`src/rtl/ctr_seq_pkg.sv`:
```
// Shared types and default configuration for the counter request sequencer.
// Type classification helpers map a granted cell to its single active type line.
package ctr_seq_pkg;

    localparam int unsigned NCELL_DFLT = 20;
    localparam int unsigned ADDR_W     = 6;

    localparam logic [ADDR_W-1:0]     BASE_ADDR_DFLT  = 6'o24;
    localparam logic [NCELL_DFLT-1:0] CDU_MASK_DFLT   = 20'h0F800;
    localparam logic [NCELL_DFLT-1:0] SHIFT_MASK_DFLT = 20'h00000;
    localparam logic [NCELL_DFLT-1:0] DINC_MASK_DFLT  = 20'h00600;

    typedef enum logic {IDLE, GRANT} state_e;

    typedef enum logic [2:0] {T_PINC, T_MINC, T_PCDU, T_MCDU, T_DINC, T_SHIFT} ctr_type_e;

    typedef struct packed {
        logic pinc;
        logic minc;
        logic pcdu;
        logic mcdu;
        logic dinc;
        logic shift;
    } type_lines_t;

    // CDU takes precedence, then SHIFT, then DINC; plain cells use the request sign.
    function automatic ctr_type_e classify(input logic is_cdu, input logic is_shift,
                                           input logic is_dinc, input logic up);
        if (is_cdu)   return up ? T_PCDU : T_MCDU;
        if (is_shift) return T_SHIFT;
        if (is_dinc)  return T_DINC;
        return up ? T_PINC : T_MINC;
    endfunction

    function automatic type_lines_t decode_type(input ctr_type_e t);
        type_lines_t l;
        l = '0;
        case (t)
            T_PINC:  l.pinc  = 1'b1;
            T_MINC:  l.minc  = 1'b1;
            T_PCDU:  l.pcdu  = 1'b1;
            T_MCDU:  l.mcdu  = 1'b1;
            T_DINC:  l.dinc  = 1'b1;
            T_SHIFT: l.shift = 1'b1;
            default: l = '0;
        endcase
        return l;
    endfunction

endpackage

```
`src/rtl/ctr_request_sequencer_if.sv`:
```
// Request/grant bundle between counter cells, the control-pulse generator and the sequencer.
interface ctr_request_sequencer_if
    import ctr_seq_pkg::*;
#(
    parameter int unsigned NCELL = NCELL_DFLT
);
    logic              T12;
    logic              INHCTR;
    logic [NCELL-1:0]  CUP;
    logic [NCELL-1:0]  CDN;
    logic              RSTKX_;
    logic              RSTKY_;
    logic              INKL;
    logic [ADDR_W-1:0] CADR;
    logic              PINC;
    logic              MINC;
    logic              PCDU;
    logic              MCDU;
    logic              DINC;
    logic              SHIFT;
    logic              CTROR;
    logic              CTRTMO;

    modport master (
        output T12, INHCTR, CUP, CDN, RSTKX_, RSTKY_,
        input  INKL, CADR, PINC, MINC, PCDU, MCDU, DINC, SHIFT, CTROR, CTRTMO
    );

    modport slave (
        input  T12, INHCTR, CUP, CDN, RSTKX_, RSTKY_,
        output INKL, CADR, PINC, MINC, PCDU, MCDU, DINC, SHIFT, CTROR, CTRTMO
    );
endinterface

```
`src/rtl/ctr_priority_enc.sv`:
```
// Fixed-priority encoder: lowest set index wins.
module ctr_priority_enc #(
    parameter int unsigned N  = 20,
    parameter int unsigned IW = (N > 1) ? $clog2(N) : 1
) (
    input  logic [N-1:0]  req,
    output logic [IW-1:0] idx_c,
    output logic          valid_c
);
    always_comb begin
        idx_c   = '0;
        valid_c = 1'b0;
        for (int i = int'(N) - 1; i >= 0; i--) begin
            if (req[i]) begin
                idx_c   = IW'(i);
                valid_c = 1'b1;
            end
        end
    end
endmodule

```
`src/rtl/ctr_request_sequencer.sv`:
```
// Collects per-cell counter requests and grants one cell per memory cycle at T12,
// retiring it on the RSTKX_/RSTKY_ acknowledge.
module ctr_request_sequencer
    import ctr_seq_pkg::*;
#(
    parameter int unsigned       NCELL      = NCELL_DFLT,
    parameter logic [ADDR_W-1:0] BASE_ADDR  = BASE_ADDR_DFLT,
    parameter logic [NCELL-1:0]  CDU_MASK   = NCELL'(CDU_MASK_DFLT),
    parameter logic [NCELL-1:0]  SHIFT_MASK = NCELL'(SHIFT_MASK_DFLT),
    parameter logic [NCELL-1:0]  DINC_MASK  = NCELL'(DINC_MASK_DFLT)
) (
    input  logic                    CLOCK,
    input  logic                    rst_,
    ctr_request_sequencer_if.slave  bus
);
    localparam int unsigned IW = (NCELL > 1) ? $clog2(NCELL) : 1;
    localparam logic [NCELL-1:0] MASK_OVERLAP =
        (CDU_MASK & SHIFT_MASK) | (CDU_MASK & DINC_MASK) | (SHIFT_MASK & DINC_MASK);

    state_e            state_q, state_d;
    logic [NCELL-1:0]  up_q, dn_q, up_a, dn_a, up_d, dn_d;
    logic [NCELL-1:0]  cdn_eff, cup_set, cdn_set;
    logic [IW-1:0]     gnt_idx_q, gnt_idx_d, win_idx;
    logic              gnt_up_q, gnt_up_d, win_valid;
    logic              ack_seen_q, ack_seen_d, ack_now;
    logic              inkl_q, inkl_d, tmo_q, tmo_d;
    logic [ADDR_W-1:0] cadr_q, cadr_d;
    type_lines_t       lines_q, lines_d;

    // SHIFT cells never count down; simultaneous up/down on one cell is a no-op.
    assign cdn_eff = bus.CDN & ~SHIFT_MASK;
    assign cup_set = bus.CUP & ~cdn_eff;
    assign cdn_set = cdn_eff & ~bus.CUP;
    assign ack_now = (state_q == GRANT) && !ack_seen_q && (!bus.RSTKX_ || !bus.RSTKY_);

    // Acknowledge retires the granted flag first, then this cycle's requests are paired in.
    always_comb begin : flag_update
        up_a = up_q;
        dn_a = dn_q;
        if (ack_now) begin
            if (gnt_up_q) up_a[gnt_idx_q] = 1'b0;
            else          dn_a[gnt_idx_q] = 1'b0;
        end
        up_d = up_a;
        dn_d = dn_a;
        for (int n = 0; n < int'(NCELL); n++) begin
            if (cup_set[n]) begin
                if (dn_a[n]) begin
                    up_d[n] = 1'b0;
                    dn_d[n] = 1'b0;
                end else begin
                    up_d[n] = 1'b1;
                end
            end else if (cdn_set[n]) begin
                if (up_a[n]) begin
                    up_d[n] = 1'b0;
                    dn_d[n] = 1'b0;
                end else begin
                    dn_d[n] = 1'b1;
                end
            end
        end
    end

    ctr_priority_enc #(.N(NCELL), .IW(IW)) u_enc (
        .req     (up_a | dn_a),
        .idx_c   (win_idx),
        .valid_c (win_valid)
    );

    always_comb begin : fsm_next
        state_d    = state_q;
        gnt_idx_d  = gnt_idx_q;
        gnt_up_d   = gnt_up_q;
        ack_seen_d = ack_seen_q;
        inkl_d     = inkl_q;
        cadr_d     = cadr_q;
        lines_d    = lines_q;
        tmo_d      = 1'b0;

        if (ack_now) ack_seen_d = 1'b1;

        if (bus.T12) begin
            if (state_q == GRANT && !ack_seen_q && !ack_now) tmo_d = 1'b1;
            if (win_valid && !bus.INHCTR) begin
                state_d    = GRANT;
                gnt_idx_d  = win_idx;
                gnt_up_d   = up_a[win_idx];
                ack_seen_d = 1'b0;
                inkl_d     = 1'b1;
                cadr_d     = BASE_ADDR + ADDR_W'(win_idx);
                lines_d    = decode_type(classify(CDU_MASK[win_idx], SHIFT_MASK[win_idx],
                                                  DINC_MASK[win_idx], up_a[win_idx]));
            end else if (state_q == GRANT) begin
                state_d    = IDLE;
                ack_seen_d = 1'b0;
                inkl_d     = 1'b0;
                cadr_d     = '0;
                lines_d    = '0;
            end
        end
    end

    always_ff @(posedge CLOCK or negedge rst_) begin
        if (!rst_) begin
            state_q    <= IDLE;
            up_q       <= '0;
            dn_q       <= '0;
            gnt_idx_q  <= '0;
            gnt_up_q   <= 1'b0;
            ack_seen_q <= 1'b0;
            inkl_q     <= 1'b0;
            cadr_q     <= '0;
            lines_q    <= '0;
            tmo_q      <= 1'b0;
        end else begin
            state_q    <= state_d;
            up_q       <= up_d;
            dn_q       <= dn_d;
            gnt_idx_q  <= gnt_idx_d;
            gnt_up_q   <= gnt_up_d;
            ack_seen_q <= ack_seen_d;
            inkl_q     <= inkl_d;
            cadr_q     <= cadr_d;
            lines_q    <= lines_d;
            tmo_q      <= tmo_d;
        end
    end

    assign bus.INKL   = inkl_q;
    assign bus.CADR   = cadr_q;
    assign bus.PINC   = lines_q.pinc;
    assign bus.MINC   = lines_q.minc;
    assign bus.PCDU   = lines_q.pcdu;
    assign bus.MCDU   = lines_q.mcdu;
    assign bus.DINC   = lines_q.dinc;
    assign bus.SHIFT  = lines_q.shift;
    assign bus.CTRTMO = tmo_q;
    assign bus.CTROR  = |(up_q | dn_q);

    a_masks_disjoint: assert property (@(posedge CLOCK) disable iff (!rst_) MASK_OVERLAP == '0)
        else $error("ctr_request_sequencer: type masks overlap");

endmodule
```
`src/flat_wrapper.sv`:
```
// flat-port wrapper written by rule: the top's interface ports become plain ports
module ctr_request_sequencer_flat import ctr_seq_pkg::*;
#(
    parameter int unsigned       NCELL      = NCELL_DFLT,
    parameter logic [ADDR_W-1:0] BASE_ADDR  = BASE_ADDR_DFLT,
    parameter logic [NCELL-1:0]  CDU_MASK   = NCELL'(CDU_MASK_DFLT),
    parameter logic [NCELL-1:0]  SHIFT_MASK = NCELL'(SHIFT_MASK_DFLT),
    parameter logic [NCELL-1:0]  DINC_MASK  = NCELL'(DINC_MASK_DFLT)
)
  (CLOCK, rst_, bus_T12, bus_INHCTR, bus_CUP, bus_CDN, bus_RSTKX_, bus_RSTKY_, bus_INKL, bus_CADR, bus_PINC, bus_MINC, bus_PCDU, bus_MCDU, bus_DINC, bus_SHIFT, bus_CTROR, bus_CTRTMO);
  ctr_request_sequencer_if #(.NCELL(NCELL)) bus_i ();
  input  logic CLOCK;
  input  logic rst_;
  input wire logic [$bits(bus_i.T12)-1:0] bus_T12;
  input wire logic [$bits(bus_i.INHCTR)-1:0] bus_INHCTR;
  input wire logic [$bits(bus_i.CUP)-1:0] bus_CUP;
  input wire logic [$bits(bus_i.CDN)-1:0] bus_CDN;
  input wire logic [$bits(bus_i.RSTKX_)-1:0] bus_RSTKX_;
  input wire logic [$bits(bus_i.RSTKY_)-1:0] bus_RSTKY_;
  output wire logic [$bits(bus_i.INKL)-1:0] bus_INKL;
  output wire logic [$bits(bus_i.CADR)-1:0] bus_CADR;
  output wire logic [$bits(bus_i.PINC)-1:0] bus_PINC;
  output wire logic [$bits(bus_i.MINC)-1:0] bus_MINC;
  output wire logic [$bits(bus_i.PCDU)-1:0] bus_PCDU;
  output wire logic [$bits(bus_i.MCDU)-1:0] bus_MCDU;
  output wire logic [$bits(bus_i.DINC)-1:0] bus_DINC;
  output wire logic [$bits(bus_i.SHIFT)-1:0] bus_SHIFT;
  output wire logic [$bits(bus_i.CTROR)-1:0] bus_CTROR;
  output wire logic [$bits(bus_i.CTRTMO)-1:0] bus_CTRTMO;
  assign bus_i.T12 = bus_T12;
  assign bus_i.INHCTR = bus_INHCTR;
  assign bus_i.CUP = bus_CUP;
  assign bus_i.CDN = bus_CDN;
  assign bus_i.RSTKX_ = bus_RSTKX_;
  assign bus_i.RSTKY_ = bus_RSTKY_;
  assign bus_INKL = bus_i.INKL;
  assign bus_CADR = bus_i.CADR;
  assign bus_PINC = bus_i.PINC;
  assign bus_MINC = bus_i.MINC;
  assign bus_PCDU = bus_i.PCDU;
  assign bus_MCDU = bus_i.MCDU;
  assign bus_DINC = bus_i.DINC;
  assign bus_SHIFT = bus_i.SHIFT;
  assign bus_CTROR = bus_i.CTROR;
  assign bus_CTRTMO = bus_i.CTRTMO;
  ctr_request_sequencer #(.NCELL(NCELL), .BASE_ADDR(BASE_ADDR), .CDU_MASK(CDU_MASK), .SHIFT_MASK(SHIFT_MASK), .DINC_MASK(DINC_MASK)) u_core (.CLOCK(CLOCK), .rst_(rst_), .bus(bus_i));
endmodule
```
`config.mk`:
```
export PLATFORM = sky130hd
export DESIGN_NAME = ctr_request_sequencer_flat
export DESIGN_NICKNAME = d
export VERILOG_FILES = /design/src/rtl/ctr_seq_pkg.sv /design/src/rtl/ctr_request_sequencer_if.sv /design/src/rtl/ctr_priority_enc.sv /design/src/rtl/ctr_request_sequencer.sv /design/src/flat_wrapper.sv
export SDC_FILE = /design/constraint.sdc
export NUM_CORES = 1
export LEC_CHECK = 0
export BUFFER_PORTS_ARGS = -buffer_cell sky130_fd_sc_hd__buf_2
export CAP_MARGIN = 10
export CORE_ASPECT_RATIO = 1.4
export CORE_UTILIZATION = 53
export CTS_CLUSTER_DIAMETER = 40
export CTS_CLUSTER_SIZE = 28
export DETAILED_ROUTE_END_ITERATION = 8
export PLACE_DENSITY_LB_ADDON = 0.05
export SYNTH_ARGS = -nofsm -noshare
export SYNTH_HDL_FRONTEND = slang
export SYNTH_SLANG_ARGS = --single-unit
```
`constraint.sdc`:
```
create_clock -name CLOCK -period 3.7 [get_ports CLOCK]
set_clock_uncertainty 0.15 [all_clocks]
set_input_delay 0.37 -clock CLOCK [delete_from_list [all_inputs] [get_ports CLOCK]]
set_output_delay 0.37 -clock CLOCK [all_outputs]
set_load 0.03 [all_outputs]
```
==> summary.txt, run 1 <==
Clock tree
  – Clock Latency Late Sink: approximately 0.36 ns
  – Clk slew on worst S/H paths: approximately 0.080 ns
  – H-Tree Depth: 3
  – CTS Buf Count: 9
  – CTS tree: yes
  – Maximum clock path buffer count: 2
  – Clk sinks: 62
  – Root buf cell: clkbuf_8

Floorplanning
  – Core area: 0.00741 sq mm
  – Std cell rows: 37
  – Total die area: 0.00811 sq mm
  – Initial core utilization: between 50% and 60%
  – Boundary pin count: a little over 60
  – Die H: 106 microns
  – Die X-Extent: between 70 and 80 microns

Detailed routing
  – DRT met1 WL: 4.90 mm
  – Met2 wire length: 6.08 mm
  – WL/cell: 18.5 microns
  – DR top layer: met4
  – Drc violations: 0
  – Detail Route Antenna Nets: 0
  – Detailed Routing Iterations Pass 1: 5
  – Wirelength, routed: 12.2 mm
  – Total vias in the final route: ~4,200
  – Vias per cell: 6.28
  – DR WL met3: 704 microns
  – Iter 0 DRT Violations: 260

Worst setup path
  – R2r setup slk: -0.008 ns
  – Slowest CP cell: or4b_4
  – Worst r2r src: u_core.gnt_idx_q[3]
  – Reg2Reg Depth: 12
  – RR Endpoint: u_core.gnt_up_q
  – Worst path max stage delay: 0.58 ns
  – CP endpoint kind: register
  – Critical-path cell list: or4b_4 > o41a_1 > o32ai_4 > o211ai_2 > a2111oi_4 > o21ai_4 > buf_6 > mux2i_1 > mux2_4 > o2111ai_4 > and2b_4 > a31oi_1
  – Worst EP arrival: 3.78 ns
  – Setup CP Type: reg2reg
  – Nature of the critical path startpoint: register
  – Critical Path Fanout Max: 5
  – Worst Path Required: 3.77 ns

Final layout
  – Fin cells: 662
  – Layout net count: 608
  – Layout cells sized above 1: 28.7%
  – Layout overhead on the synthesized area: 23.8%
  – Antenna diodes: 0

Timing
  – Max Fclk: between 200 and 300 MHz
  – Final setup fails: 1
  – RSZ-0062 raised after global routing: true
  – Final WS setup: -0.00762 ns
  – Hold Violations, Final: 0
  – Worst rel slew slack: 27.7%
  – Min Tclk post-route: 3.71 ns
  – Worst-margin pin slew: roughly 1.1 ns
  – Final period util: 100%
  – Post-route setup TNS: -0.00762 ns
  – Final Max Tran Viols: 0

Placed design
  – Cells after DPL: between 600 and 700
  – RePlAce Congestion: 0.945
  – Dpl ws: -0.0259 ns
  – IO buf count: 60
  – Dpl hpwl: 9.43 mm

Logic synthesis
  – Share of flip-flops with an asynchronous set or reset: 100%
  – Synthesized area: 0.00411 sq mm
  – Post-Synthesis Cells: 460
  – Count of state elements after synthesis: 62
  – Main flop type after synthesis: dfrtp_1
  – Seq/Total Area, Yosys: about 38%
  – Avg Synthesized Cell Area: around 8.9 sq um
  – Yosys cell types: 70
  – Syn_nets: 508
  – Post-synth EDFFs: 0
  – Syn. warnings: 0

GRT
  – Total track usage: 31.4%
  – First-pass GRT wire length: 19.7 mm
  – Vias in the first global route: 4,026
  – Antenna violations before repair: 0
  – GRT overflow: 0
  – Largest net degree at the start of global routing: 50

Power
  – Power per Cell Area: 479 mW/mm^2
  – Peak supply drop: 427 uV
  – Overall power: 0.00243 W
  – Leak Pwr: 2.20 nW

Status
  – Status: finished, violations left
  – Failing checks: setup timing

Hold path
  – Hold Crit Class: in2async

Flow run
  – Max_cap viols: 0
-- stage by stage --
step | utilization [%] | cell area, sq um | hold WS (ns)
2_1_floorplan | - | 4110 | -0.0756
3_3_place_gp | 63.8 | 4720 | 0.305
3_5_place_dp | 63.8 | 4720 | 0.309
4_1_cts | 67.1 | 4970 | 0.0602
5_1_grt | 68.6 | 5080 | 0.0580
6_report | 68.6 | 5080 | 0.0638
-- logic make-up (layout without fill, tap and decap cells) --
| kind of cell | Yosys count | after routing | share of synthesized area (%) |
|---|---|---|---|
| AOI/OAI and AO/OA | 184 | 184 | 33.4 |
| and+or+nand+nor | 176 | 176 | 22.0 |
| DFF | 62 | 62 | 37.8 |
| buffers and inverters | 24 | 129 | 3.29 |
| muxes | 12 | 12 | 2.99 |
| adders and majority gates | 2 | 2 | 0.609 |
-- power by group --
group	internal [W]	switching (W)	leakage, nW	total [W]
registers	0.000757	0.0000928	0.790	0.000849
logic	0.000346	0.000495	1.28	0.000842
clock network	0.000450	0.000293	0.124	0.000743
total	0.00155	0.000881	2.20	0.00243
-- area by class of cell --
class                           instances  area [sq um]
Multi-Input combinational cell        374          2480
Fill cell                             605          2320
Sequential cell                        62          1550
Timing Repair Buffer                  107           657
Clock buffer                            9           124
Clock inverter                          7           121
Tap cell                               97           121
Inverter                                6          22.5
-- state kept, by name (all words and copies together) (netlist names), 5 cells and up --
signal,flops
u_core.bus.CADR,6
u_core.dn_q,20
u_core.gnt_idx_q,5
u_core.up_q,20
-- synthesized netlist by cell type (3+ instances only) --
master | number | share of area (%)
a211oi_1 | 4 | 0.73
a21o_1 | 4 | 0.73
a21oi_1 | 31 | 3.8
a21oi_2 | 3 | 0.64
a31oi_1 | 3 | 0.46
and3_1 | 3 | 0.46
buf_2 | 6 | 0.73
buf_6 | 5 | 1.4
clkbuf_1 | 6 | 0.55
dfrtp_1 | 62 | 38
inv_1 | 5 | 0.46
mux2i_1 | 10 | 2.4
nand2_1 | 68 | 6.2
nand2b_1 | 10 | 1.5
nand3_1 | 5 | 0.61
nand4_1 | 6 | 0.91
nor2_1 | 35 | 3.2
nor2b_1 | 8 | 1.2
nor3_1 | 5 | 0.61
nor4_1 | 9 | 1.4
o211ai_1 | 3 | 0.55
o21ai_0 | 45 | 5.5
o22ai_1 | 20 | 3.0
o31ai_1 | 21 | 3.8
o32ai_1 | 5 | 1.1
o32ai_2 | 6 | 2.4
o41a_1 | 14 | 3.8
or3_1 | 5 | 0.76
-- layout by cell type, fill, tap and decap left out, types with 5 or more instances in the layout --
cell type	Yosys	routed
inv_1	5	5
mux2i_1	10	10
o41a_1	14	14
nand2b_1	10	10
clkbuf_8	0	9
nand2_1	68	68
o31ai_1	21	21
nor4_1	9	9
dfrtp_1	62	60
buf_2	6	60
nor3_1	5	5
buf_4	0	46
o22ai_1	20	20
nand4_1	6	6
o32ai_2	6	7
a21oi_1	31	31
or3_1	5	5
o21ai_0	45	45
nor2b_1	8	8
nor2_1	35	35
-- worst max-delay path: cells and delay by family, from the launching register on --
kind                   cells  cell delay, ns
AOI/OAI and AO/OA          7            1.60
buffers and inverters      1            0.14
DFF                        1            0.45
muxes                      2            0.44
and+or+nand+nor            2            0.79
-- metal layers --
metal,GRT usage (%),vias up
li1,-,1976
met1,35.6,1962
met2,55.0,171
met3,7.12,48
met4,15.9,0
met5,0,-
-- worst max path at each step --
stage	slack, ns	cells past startpoint	startpoint	to
after global placement	0.06	13	bus_RSTKX_	u_core.bus.PINC
after global routing	-0.15	12	u_core.gnt_idx_q[3]	u_core.gnt_up_q
after CTS	0.0007	12	u_core.gnt_idx_q[2]	u_core.gnt_up_q
final	-0.008	12	u_core.gnt_idx_q[3]	u_core.gnt_up_q
after floorplan	0.25	13	u_core.gnt_idx_q[3]	u_core.bus.MINC
after detailed placement	-0.03	13	bus_RSTKX_	u_core.gnt_up_q
-- what timing repair did --
| item | in CTS | in global routing |
|---|---|---|
| endpoints found under the setup margin | 0 | 5 |
| resized for setup | 0 | 13 |
| setup buffers | 0 | 6 |
| hold buffers | 0 | 0 |
(Power assumes the default switching activity.)
==> inputs of run 2 (changes only) <==
Settings changed: MAX_ROUTING_LAYER set to met4, PLACE_DENSITY set to 0.75, PLACE_DENSITY_LB_ADDON 0.05 to not set.
==> summary.txt, run 2 (synthesis gave the netlist of run 1 again) <==
Timing
  – Max Fclk: 272 MHz (was 270 MHz)
  – RSZ-0062 raised after global routing: true (unchanged)
  – Worst-margin pin slew: 0.751 ns (was 1.08 ns)
  – Worst rel slew slack: 49.9% (was 27.7%)
  – Final period util: 99.4% (was 100%)
  – Min Tclk post-route: 3.68 ns (was 3.71 ns)
  – Final Max Tran Viols: 0 (unchanged)
  – Final setup fails: 0 (was 1)
  – Hold Violations, Final: 0 (unchanged)

Clock tree
  – CTS tree: yes (unchanged)
  – Clk sinks: 62 (unchanged)
  – Root buf cell: clkbuf_8 (unchanged)
  – Clk slew on worst S/H paths: 0.07 ns (was 0.08 ns)
  – CTS Buf Count: 9 (unchanged)
  – Maximum clock path buffer count: 2 (unchanged)
  – H-Tree Depth: 3 (unchanged)
  – Clock Latency Late Sink: 0.36 ns (about the same)

Final layout
  – Commonest non-fill, non-tap cell in the layout: nand2_1 (unchanged)
  – FILL cells: 607 (was 605)
  – Commonest non-fill, non-tap cells in the layout: nand2_1, buf_2, dfrtp_1, buf_4, o21ai_0 (unchanged)
  – Fin area: 0.00513 sq mm (was 0.00508 sq mm)
  – Multi-input gate area: 0.00251 sq mm (was 0.00248 sq mm)
  – Layout net count: 618 (was 608)
  – FF/Latch Area: 0.00156 sq mm (was 0.00155 sq mm)
  – Layout overhead on the synthesized area: 25.0% (was 23.8%)
  – Final Util: 69.3% (was 68.6%)
  – Antenna diodes: 0 (unchanged)
  – Layout cells sized above 1: 30.1% (was 28.7%)

Floorplanning
  – Die X-Extent: 76.4 microns (unchanged)
  – Core area: 0.00741 sq mm (unchanged)
  – Die H: 106 microns (unchanged)
  – Initial core utilization: 55.4% (unchanged)
  – Std cell rows: 37 (unchanged)
  – Boundary pin count: 61 (unchanged)
  – Total die area: 0.00811 sq mm (unchanged)

Worst setup path
  – Worst Path Required: 3.79 ns (was 3.77 ns)
  – Worst EP arrival: 3.77 ns (was 3.78 ns)
  – Setup CP Type: reg2reg (unchanged)
  – Reg2Reg Depth: 12 (unchanged)
  – R2r setup slk: 0.02 ns (was -0.008 ns)
  – CP endpoint kind: register (unchanged)
  – Critical Path Fanout Max: 5 (unchanged)
  – Worst r2r src: u_core.gnt_up_q (was u_core.gnt_idx_q[3])
  – Nature of the critical path startpoint: register (unchanged)
  – Setup crit start: u_core.gnt_up_q (was u_core.gnt_idx_q[3])

Power
  – Peak supply drop: 350 uV (was 427 uV)
  – Leak Pwr: 2.21 nW (was 2.20 nW)
  – Power per Cell Area: 448 mW/mm^2 (was 479 mW/mm^2)

Detailed routing
  – Wirelength, routed: 12.3 mm (was 12.2 mm)
  – WL/cell: 18.4 microns (was 18.5 microns)
  – Vias per cell: 6.25 (was 6.28)
  – Detailed Routing Iterations Pass 1: 5 (unchanged)
  – Drc violations: 0 (unchanged)
  – Total vias in the final route: 4,196 (was 4,157)
  – Iter 0 DRT Violations: 282 (was 260)
  – Detail Route Antenna Nets: 0 (unchanged)

Hold path
  – HP Start: bus_INHCTR
  – Hold Crit Class: in2reg (was in2async)
  – Hold Crit Depth: 2

GRT
  – Total track usage: 32.6% (was 31.4%)
  – GRT overflow: 0 (unchanged)
  – Vias in the first global route: 4,156 (was 4,026)
  – Antenna violations before repair: 0 (unchanged)
  – Largest net degree at the start of global routing: 34 (was 50)
  – First-pass GRT wire length: 19.8 mm (was 19.7 mm)

Placed design
  – DP Area: 0.00477 sq mm (was 0.00472 sq mm)
  – RePlAce Congestion: 1.00 (was 0.945)
  – Dpl hpwl: 9.64 mm (was 9.43 mm)
  – IO buf count: 60 (unchanged)

Flow run
  – Max_cap viols: 0 (unchanged)

Status
  – Status: complete, no violations (was finished, violations left)
## run 2: critical path: stages (launching register included)
cell       delay [ns]
dfrtp_2          0.43
or4b_4           0.59
o41a_1           0.46
o32ai_4          0.14
o211ai_2         0.17
a2111oi_4        0.43
o21ai_4          0.11
buf_6            0.14
mux2i_1          0.11
mux2_4           0.31
o2111ai_4        0.21
nand3b_1         0.11
a22o_1           0.20
## run 2: routing by layer
layer | vias to the layer above | track usage [%] | wire length, microns
li1 | 1987 | - | -
met1 | 2021 | 35.2 | 5040
met2 | 149 | 55.3 | 6250
met3 | 39 | 6.78 | 598
met4 | 0 | 19.2 | 449
met5 | - | - | 0
## run 2: final timing paths
check / endpoint
setup / recovery: u_core.bus.PINC
hold / removal: u_core.bus.CADR[4]
setup reg to reg: u_core.bus.PINC
hold reg to reg: u_core.bus.CADR[1]
max in group asynchronous: u_core.gnt_up_q
min in group asynchronous: u_core.dn_q[1]
## run 2: power breakdown
group          total (W)  switching (W)  internal (W)
combinational   0.000869       0.000505      0.000364
clock           0.000581       0.000276      0.000305
sequential      0.000849      0.0000909      0.000758
total            0.00230       0.000872       0.00143
## run 2: per-stage QoR
stage,power (W),instances,TNS [ns],setup slack (ns),hold slack [ns]
2_1_floorplan,0.00134,460,0,0.250,-0.0756
3_3_place_gp,0.00164,646,0,0.0926,0.309
3_5_place_dp,0.00165,646,0,0.0429,0.313
4_1_cts,0.00224,662,0,0.0361,0.0420
5_1_grt,0.00242,671,-0.391,-0.105,0.0595
6_report,0.00230,671,0,0.0240,0.0518
## run 2: layout make-up
| class | instances | area share (%) |
|---|---|---|
| multi-input combinational | 374 | 48.9 |
| sequential | 62 | 30.3 |
| timing repair buffer | 117 | 14.3 |
| clock buffer | 9 | 2.41 |
| tap | 97 | 2.36 |
| clock inverter | 6 | 1.24 |
| inverter | 6 | 0.439 |
## run 2: timing repair
| action | 4_1_cts | 5_1_grt |
|---|---|---|
| buffers inserted | 0 | 9 |
| hold buffers | 1 | 0 |
| endpoints found under the hold margin | 32 | 0 |
| endpoints found under the setup margin | 0 | 6 |
| resized for setup | 0 | 18 |
